--- src/rtl/avmm_cmd_pkg.sv ---
// Shared definitions for the stepper-command Avalon-MM master.
//   state_e          : master FSM states
//   Reg*             : register-map word addresses of the command register block
//   Ctrl*            : bit positions inside the control word (RegCtrl)
package avmm_cmd_pkg;

    typedef enum logic [1:0] {
        StIdle,
        StWr,
        StRd,
        StRdWait
    } state_e;

    // Register map of the command block. Multi-word parameters are split low-to-high.
    localparam logic [3:0] RegCtrl       = 4'h0;
    localparam logic [3:0] RegStatus     = 4'h1;
    localparam logic [3:0] RegTrManual0  = 4'h2;
    localparam logic [3:0] RegTrManual1  = 4'h3;
    localparam logic [3:0] RegTrManual2  = 4'h4;
    localparam logic [3:0] RegTrAuto0    = 4'h5;
    localparam logic [3:0] RegTrAuto1    = 4'h6;
    localparam logic [3:0] RegTrAuto2    = 4'h7;
    localparam logic [3:0] RegTx0        = 4'h8;
    localparam logic [3:0] RegTx1        = 4'h9;
    localparam logic [3:0] RegTx2        = 4'hA;
    localparam logic [3:0] RegTp0        = 4'hB;
    localparam logic [3:0] RegTp1        = 4'hC;
    localparam logic [3:0] RegTp2        = 4'hD;
    localparam logic [3:0] RegStepCount  = 4'hE;

    // Control word bit positions.
    localparam int unsigned CtrlStop   = 0;
    localparam int unsigned CtrlStart  = 1;
    localparam int unsigned CtrlStartN = 2;

endpackage

--- src/rtl/avmm_cmd_master.sv ---
// Avalon-MM master that turns single-beat host commands into register writes/reads on the
// stepper-command register block, one bus transfer at a time.
//   clk, rst            : clock, synchronous active-high reset
//   cmd_*               : command stream in (valid/ready), write flag, address, write data
//   rsp_*               : read response stream out (valid/ready), data, timeout-abort flag
//   wr_timeout          : one-cycle pulse when a write is aborted by the timeout
//   busy                : a transfer is in flight
//   txn_count           : completed (non-aborted) transfers, wrapping
//   avm_m0_*            : Avalon-MM master port
// RD_LATENCY must be in 1..7; TIMEOUT = 0 disables the hung-slave abort.
module avmm_cmd_master
    import avmm_cmd_pkg::*;
#(
    parameter int unsigned ADDR_W     = 16,
    parameter int unsigned DATA_W     = 32,
    parameter int unsigned RD_LATENCY = 1,
    parameter int unsigned TIMEOUT    = 256
) (
    input  logic              clk,
    input  logic              rst,

    input  logic              cmd_valid,
    output logic              cmd_ready,
    input  logic              cmd_write,
    input  logic [ADDR_W-1:0] cmd_addr,
    input  logic [DATA_W-1:0] cmd_wdata,

    output logic              rsp_valid,
    input  logic              rsp_ready,
    output logic [DATA_W-1:0] rsp_rdata,
    output logic              rsp_timeout,

    output logic              wr_timeout,
    output logic              busy,
    output logic [15:0]       txn_count,

    output logic [ADDR_W-1:0] avm_m0_address,
    output logic [DATA_W-1:0] avm_m0_writedata,
    output logic              avm_m0_write,
    output logic              avm_m0_read,
    input  logic [DATA_W-1:0] avm_m0_readdata,
    input  logic              avm_m0_waitrequest
);

    localparam int unsigned WaitW = (TIMEOUT > 1) ? $clog2(TIMEOUT + 1) : 1;
    localparam int unsigned LatW  = 3;
    localparam bit          TimeoutEn = (TIMEOUT != 0);

    state_e              state_q, state_d;
    logic                cmd_ready_q, cmd_ready_d;
    logic [ADDR_W-1:0]   addr_q, addr_d;
    logic [DATA_W-1:0]   wdata_q, wdata_d;
    logic                write_q, write_d;
    logic                read_q, read_d;
    logic [WaitW-1:0]    wait_q, wait_d;
    logic [WaitW-1:0]    wait_inc;
    logic                timeout_hit;
    logic [LatW-1:0]     lat_q, lat_d;
    logic                rsp_valid_q, rsp_valid_d;
    logic [DATA_W-1:0]   rsp_rdata_q, rsp_rdata_d;
    logic                rsp_timeout_q, rsp_timeout_d;
    logic                wr_timeout_q, wr_timeout_d;
    logic [15:0]         txn_q, txn_d;

    // The stall cycle being evaluated is counted before comparing, so the request is held
    // for exactly TIMEOUT stalled cycles.
    assign wait_inc    = wait_q + WaitW'(1);
    assign timeout_hit = TimeoutEn && (wait_inc == WaitW'(TIMEOUT));

    always_comb begin
        state_d       = state_q;
        addr_d        = addr_q;
        wdata_d       = wdata_q;
        write_d       = 1'b0;
        read_d        = 1'b0;
        wait_d        = wait_q;
        lat_d         = lat_q;
        rsp_valid_d   = rsp_valid_q;
        rsp_rdata_d   = rsp_rdata_q;
        rsp_timeout_d = rsp_timeout_q;
        wr_timeout_d  = 1'b0;
        txn_d         = txn_q;

        if (rsp_valid_q && rsp_ready) begin
            rsp_valid_d   = 1'b0;
            rsp_rdata_d   = '0;
            rsp_timeout_d = 1'b0;
        end

        unique case (state_q)
            StIdle: begin
                if (cmd_valid && cmd_ready_q) begin
                    addr_d  = cmd_addr;
                    wdata_d = cmd_wdata;
                    wait_d  = '0;
                    if (cmd_write) begin
                        state_d = StWr;
                        write_d = 1'b1;
                    end else begin
                        state_d = StRd;
                        read_d  = 1'b1;
                    end
                end
            end
            StWr: begin
                if (!avm_m0_waitrequest) begin
                    txn_d   = txn_q + 16'd1;
                    state_d = StIdle;
                end else if (timeout_hit) begin
                    wr_timeout_d = 1'b1;
                    state_d      = StIdle;
                end else begin
                    write_d = 1'b1;
                    wait_d  = wait_inc;
                end
            end
            StRd: begin
                if (!avm_m0_waitrequest) begin
                    lat_d   = LatW'(RD_LATENCY);
                    state_d = StRdWait;
                end else if (timeout_hit) begin
                    rsp_valid_d   = 1'b1;
                    rsp_timeout_d = 1'b1;
                    rsp_rdata_d   = '0;
                    state_d       = StIdle;
                end else begin
                    read_d = 1'b1;
                    wait_d = wait_inc;
                end
            end
            StRdWait: begin
                // lat_q == 1 marks the cycle RD_LATENCY after the read was accepted.
                if (lat_q == LatW'(1)) begin
                    rsp_valid_d   = 1'b1;
                    rsp_timeout_d = 1'b0;
                    rsp_rdata_d   = avm_m0_readdata;
                    txn_d         = txn_q + 16'd1;
                    state_d       = StIdle;
                end else begin
                    lat_d = lat_q - LatW'(1);
                end
            end
            default: state_d = StIdle;
        endcase

        // Registered ready: a pending response blocks the next command.
        cmd_ready_d = (state_d == StIdle) && !rsp_valid_d;
    end

    always_ff @(posedge clk) begin
        if (rst) begin
            state_q       <= StIdle;
            cmd_ready_q   <= 1'b0;
            addr_q        <= '0;
            wdata_q       <= '0;
            write_q       <= 1'b0;
            read_q        <= 1'b0;
            wait_q        <= '0;
            lat_q         <= '0;
            rsp_valid_q   <= 1'b0;
            rsp_rdata_q   <= '0;
            rsp_timeout_q <= 1'b0;
            wr_timeout_q  <= 1'b0;
            txn_q         <= '0;
        end else begin
            state_q       <= state_d;
            cmd_ready_q   <= cmd_ready_d;
            addr_q        <= addr_d;
            wdata_q       <= wdata_d;
            write_q       <= write_d;
            read_q        <= read_d;
            wait_q        <= wait_d;
            lat_q         <= lat_d;
            rsp_valid_q   <= rsp_valid_d;
            rsp_rdata_q   <= rsp_rdata_d;
            rsp_timeout_q <= rsp_timeout_d;
            wr_timeout_q  <= wr_timeout_d;
            txn_q         <= txn_d;
        end
    end

    assign cmd_ready        = cmd_ready_q;
    assign rsp_valid        = rsp_valid_q;
    assign rsp_rdata        = rsp_rdata_q;
    assign rsp_timeout      = rsp_timeout_q;
    assign wr_timeout       = wr_timeout_q;
    assign busy             = (state_q != StIdle);
    assign txn_count        = txn_q;
    assign avm_m0_address   = addr_q;
    assign avm_m0_writedata = wdata_q;
    assign avm_m0_write     = write_q;
    assign avm_m0_read      = read_q;

endmodule

--- config.mk ---
export PLATFORM = sky130hd
export DESIGN_NAME = avmm_cmd_master
export DESIGN_NICKNAME = d
export VERILOG_FILES = /design/src/rtl/avmm_cmd_pkg.sv /design/src/rtl/avmm_cmd_master.sv
export SDC_FILE = /design/constraint.sdc
export NUM_CORES = 1
export LEC_CHECK = 0
export ABC_AREA = 1
export CORE_ASPECT_RATIO = 0.6
export CORE_UTILIZATION = 63
export DETAILED_ROUTE_END_ITERATION = 16
export DONT_BUFFER_PORTS = 1
export GPL_TIMING_DRIVEN = 1
export PLACE_DENSITY = 0.75
export SETUP_SLACK_MARGIN = 0.15
export SLEW_MARGIN = 20
export SYNTH_ARGS = -nofsm -noshare
export SYNTH_HDL_FRONTEND = slang
export SYNTH_SLANG_ARGS = --single-unit
--- constraint.sdc ---
create_clock -name clk -period 2.6 [get_ports clk]
set_input_delay 0.65 -clock clk [delete_from_list [all_inputs] [get_ports clk]]
set_output_delay 0.65 -clock clk [all_outputs]
set_load 0.03 [all_outputs]
==> flow_summary.ini <==
[floorplan]
row_count = 24
die_h_um = 70.78
dieArea_mm2 = 0.008255
ios = 189
placeableCoreArea_mm2 = 0.007447
start_util = 0.6670
die_w_um = 116.6

[drt]
num_vias = 4419
routedWlPerCell_um = 14.65
drtPass1Iterations = 5
ant_nets = 0
vias_per_cell = 5.369
drt-initial-drc-count = 340
drc_errors = 0
wirelength_um = 12060

[pwr]
clkPwrFrac = 0.441
switching_share = 0.2759
power_frac_comb = 0.084
power_switching_w = 0.001246
leakagePower_nw = 2.292
power.density_mw_per_mm2 = 813.9
ir_drop_uv = 556.7
pwr-share-seq = 0.475
p_int_w = 0.003270

[yosys]
synth_largest_area_cell = dfxtp_1
synthCells = 713
synthTopCellsByArea = dfxtp_1 47%, nor2_1 13%, nand2_1 10%, inv_1 5.7%, a21oi_1 5.4%
synth_cell_types = 31
yosys_warnings = 0
syn_area_per_cell_um2 = 6.967
synth_top_area_share = 0.4675
synth_area_mm2 = 0.004967
syn_nets = 807
yosysSeqAreaShare = 0.4675
ys_ff_latch = 116

[timing]
setup_viol = 0
final.period_utilization = 0.8391
setup_slack_ps = 418.4
worst_pin_slew_ps = 543.1
setup_tns_ps = 0
rsz0062_at_grt = no
hold_viol_final = 0
fin_crit_ps = 2182
slew_violations = 0
whs_ps = 312.4
skew_ps = 8.886
timing.slew.headroom = 0.6362
max_clock_freq_mhz = 458.4

[clock_network]
clk_path_buf_depth = 2
ctsHoldBuffers = 0
root_buffer = clkbuf_16
cts_htree_levels = 4
clkSinkCount = 116
cts.repair.resized = 0
cts_setup_buffers = 0
clk_latency_ps = 410
cts_tree = done
clk_pin_slew_ps = 50
cts-buffers-inserted = 17

[grt]
grt_use_total = 0.3026
antenna_found_initial = 0
first_global_vias = 4088
grt_pass1_wl_um = 19170
grt_max_degree = 60
gr-total-overflow = 0

[hold_path]
hp-start = rst
hp-class = in -> reg

[final_layout]
antenna_cells = 0
nets = 804
layout-drive-gt1-share = 0.07093
finalNonFillerCells = 823
fillCellCount = 582
area_delta_synth_final_pct = 11.71
finish.utilization = 0.7451

[placement]
port_buffers = 0
dp_cells = 795
dp_hpwl_um = 8381
post-place-ws_ps = 478.2
gp_congestion = 0.8243

[worst_setup_path]
rr_startpoint = state_q[1]
critical_path_required_ps = 2900
critPathLaunchType = flop
cp-end-kind = flop
path_cells = inv_1, ha_1, clkinv_1, o211ai_4, nand2_1, o21ai_1, nor2_1
crit_type = reg -> reg
cp_max_fo = 18
slowest_delay_ps = 580
arrival_ps = 2480
critPathSlowestCell = o211ai_4
worst_setup_path_startpoint = state_q[1]

[run]
max_cap_viol_count = 0

[status]
status = complete, no violations
[worst max-delay path, delay by kind of cell (launching register included)]
| family | cells | cell delay, ps |
|---|---|---|
| AOI/OAI and AO/OA | 2 | 690 |
| adders and majority gates | 1 | 370 |
| buffers and inverters | 2 | 430 |
| DFF | 1 | 390 |
| and+or+nand+nor | 2 | 170 |
[flip-flops by register name, summed over array words and instances (netlist names)]
| register | cells |
|---|---|
| rsp_valid | 1 |
| cmd_ready | 1 |
| txn_count | 16 |
| rsp_rdata | 32 |
| avm_m0_write | 1 |
| wait_q | 9 |
| avm_m0_writedata | 32 |
| avm_m0_address | 16 |
| wr_timeout | 1 |
| state_q | 2 |
| lat_q | 3 |
| rsp_timeout | 1 |
| avm_m0_read | 1 |
[per-layer routing]
metal	wire, µm	track usage
met5	0	0
met4	221	0.1125
met3	872	0.1114
met2	5660	0.4819
met1	5305	0.3766
[metrics by stage]
step | total power, W | cell area [µm²]
detailed placement | 0.002551 | 5042
finish | 0.004517 | 5549
global route | 0.004704 | 5549
CTS | 0.004540 | 5549
global placement | 0.002525 | 5042
floorplan | 0.002472 | 4967
[cell type report]
| class | count | area [µm²] | share of cell area |
|---|---|---|---|
| repair buffers | 11 | 82.58 | 0.01488 |
| well taps | 104 | 130.1 | 0.02345 |
| clock buffers | 22 | 474.2 | 0.08546 |
| multi-input cells | 486 | 2215 | 0.3991 |
| flip-flops and latches | 116 | 2322 | 0.4185 |
| inverters | 78 | 292.8 | 0.05276 |
| clock inverters | 6 | 32.53 | 0.005862 |
[cell families after synthesis]
logic type                 synth area share
and+or+nand+nor                      0.2801
DFF                                  0.4675
adders and majority gates           0.02015
xor gates and xnor gates           0.008816
buffers and inverters               0.08766
AOI/OAI and AO/OA                    0.1358
[power by group through the flow]
stage	Sequential, W	Combinational, W	Clock, W
floorplan	0.00215	0.000323	0
global placement	0.00217	0.000351	0
detailed placement	0.00218	0.000374	0
CTS	0.00214	0.000380	0.00202
global route	0.00215	0.000438	0.00211
finish	0.00214	0.000382	0.00199
[synth_stat cells (all sizes together)]
master,instances
o21ai,66
nand4,3
nor2,182
nand2,135
o21a,1
clkbuf,28
nor4,2
buf,5
nor3b,2
a21oi,54
inv,76
nor3,7
clkinv,2
a211oi,2
ha,8
xor2,5
dfxtp,116
nand3,15
o211ai,3
a31oi,1
[final timing paths]
kind	to	slack [ps]	cells after the start
hold / removal	rsp_rdata[13]	310	1
setup reg to reg	wait_q[3]	420	7
hold reg to reg	lat_q[0]	490	1
setup / recovery	wait_q[3]	420	7
[layout by cell type (no fill, tap or decap)]
| master | n |
|---|---|
| o21ai_1 | 13 |
| nand2_2 | 3 |
| o211ai_2 | 1 |
| o21a_1 | 1 |
| ha_1 | 8 |
| clkbuf_16 | 17 |
| a31oi_1 | 1 |
| clkinv_2 | 5 |
| a211oi_1 | 2 |
| nor4_1 | 2 |
| nand3_4 | 1 |
| nor2_2 | 4 |
| nand2_1 | 132 |
| a21oi_1 | 54 |
| nand3_2 | 1 |
| nand3_1 | 13 |
| xor2_1 | 5 |
| clkinvlp_4 | 1 |
| clkbuf_8 | 3 |
| nand4_1 | 3 |
| nor3b_1 | 2 |
| nor2_4 | 2 |
| o21ai_2 | 1 |
| buf_4 | 11 |
| inv_1 | 76 |
| nor3_1 | 7 |
| o211ai_4 | 1 |
| clkbuf_1 | 2 |
| o21ai_0 | 52 |
| o211ai_1 | 1 |
| dfxtp_1 | 116 |
| nor2_1 | 176 |
| clkinv_1 | 2 |
Note: power is estimated with default switching activity, not from simulation.
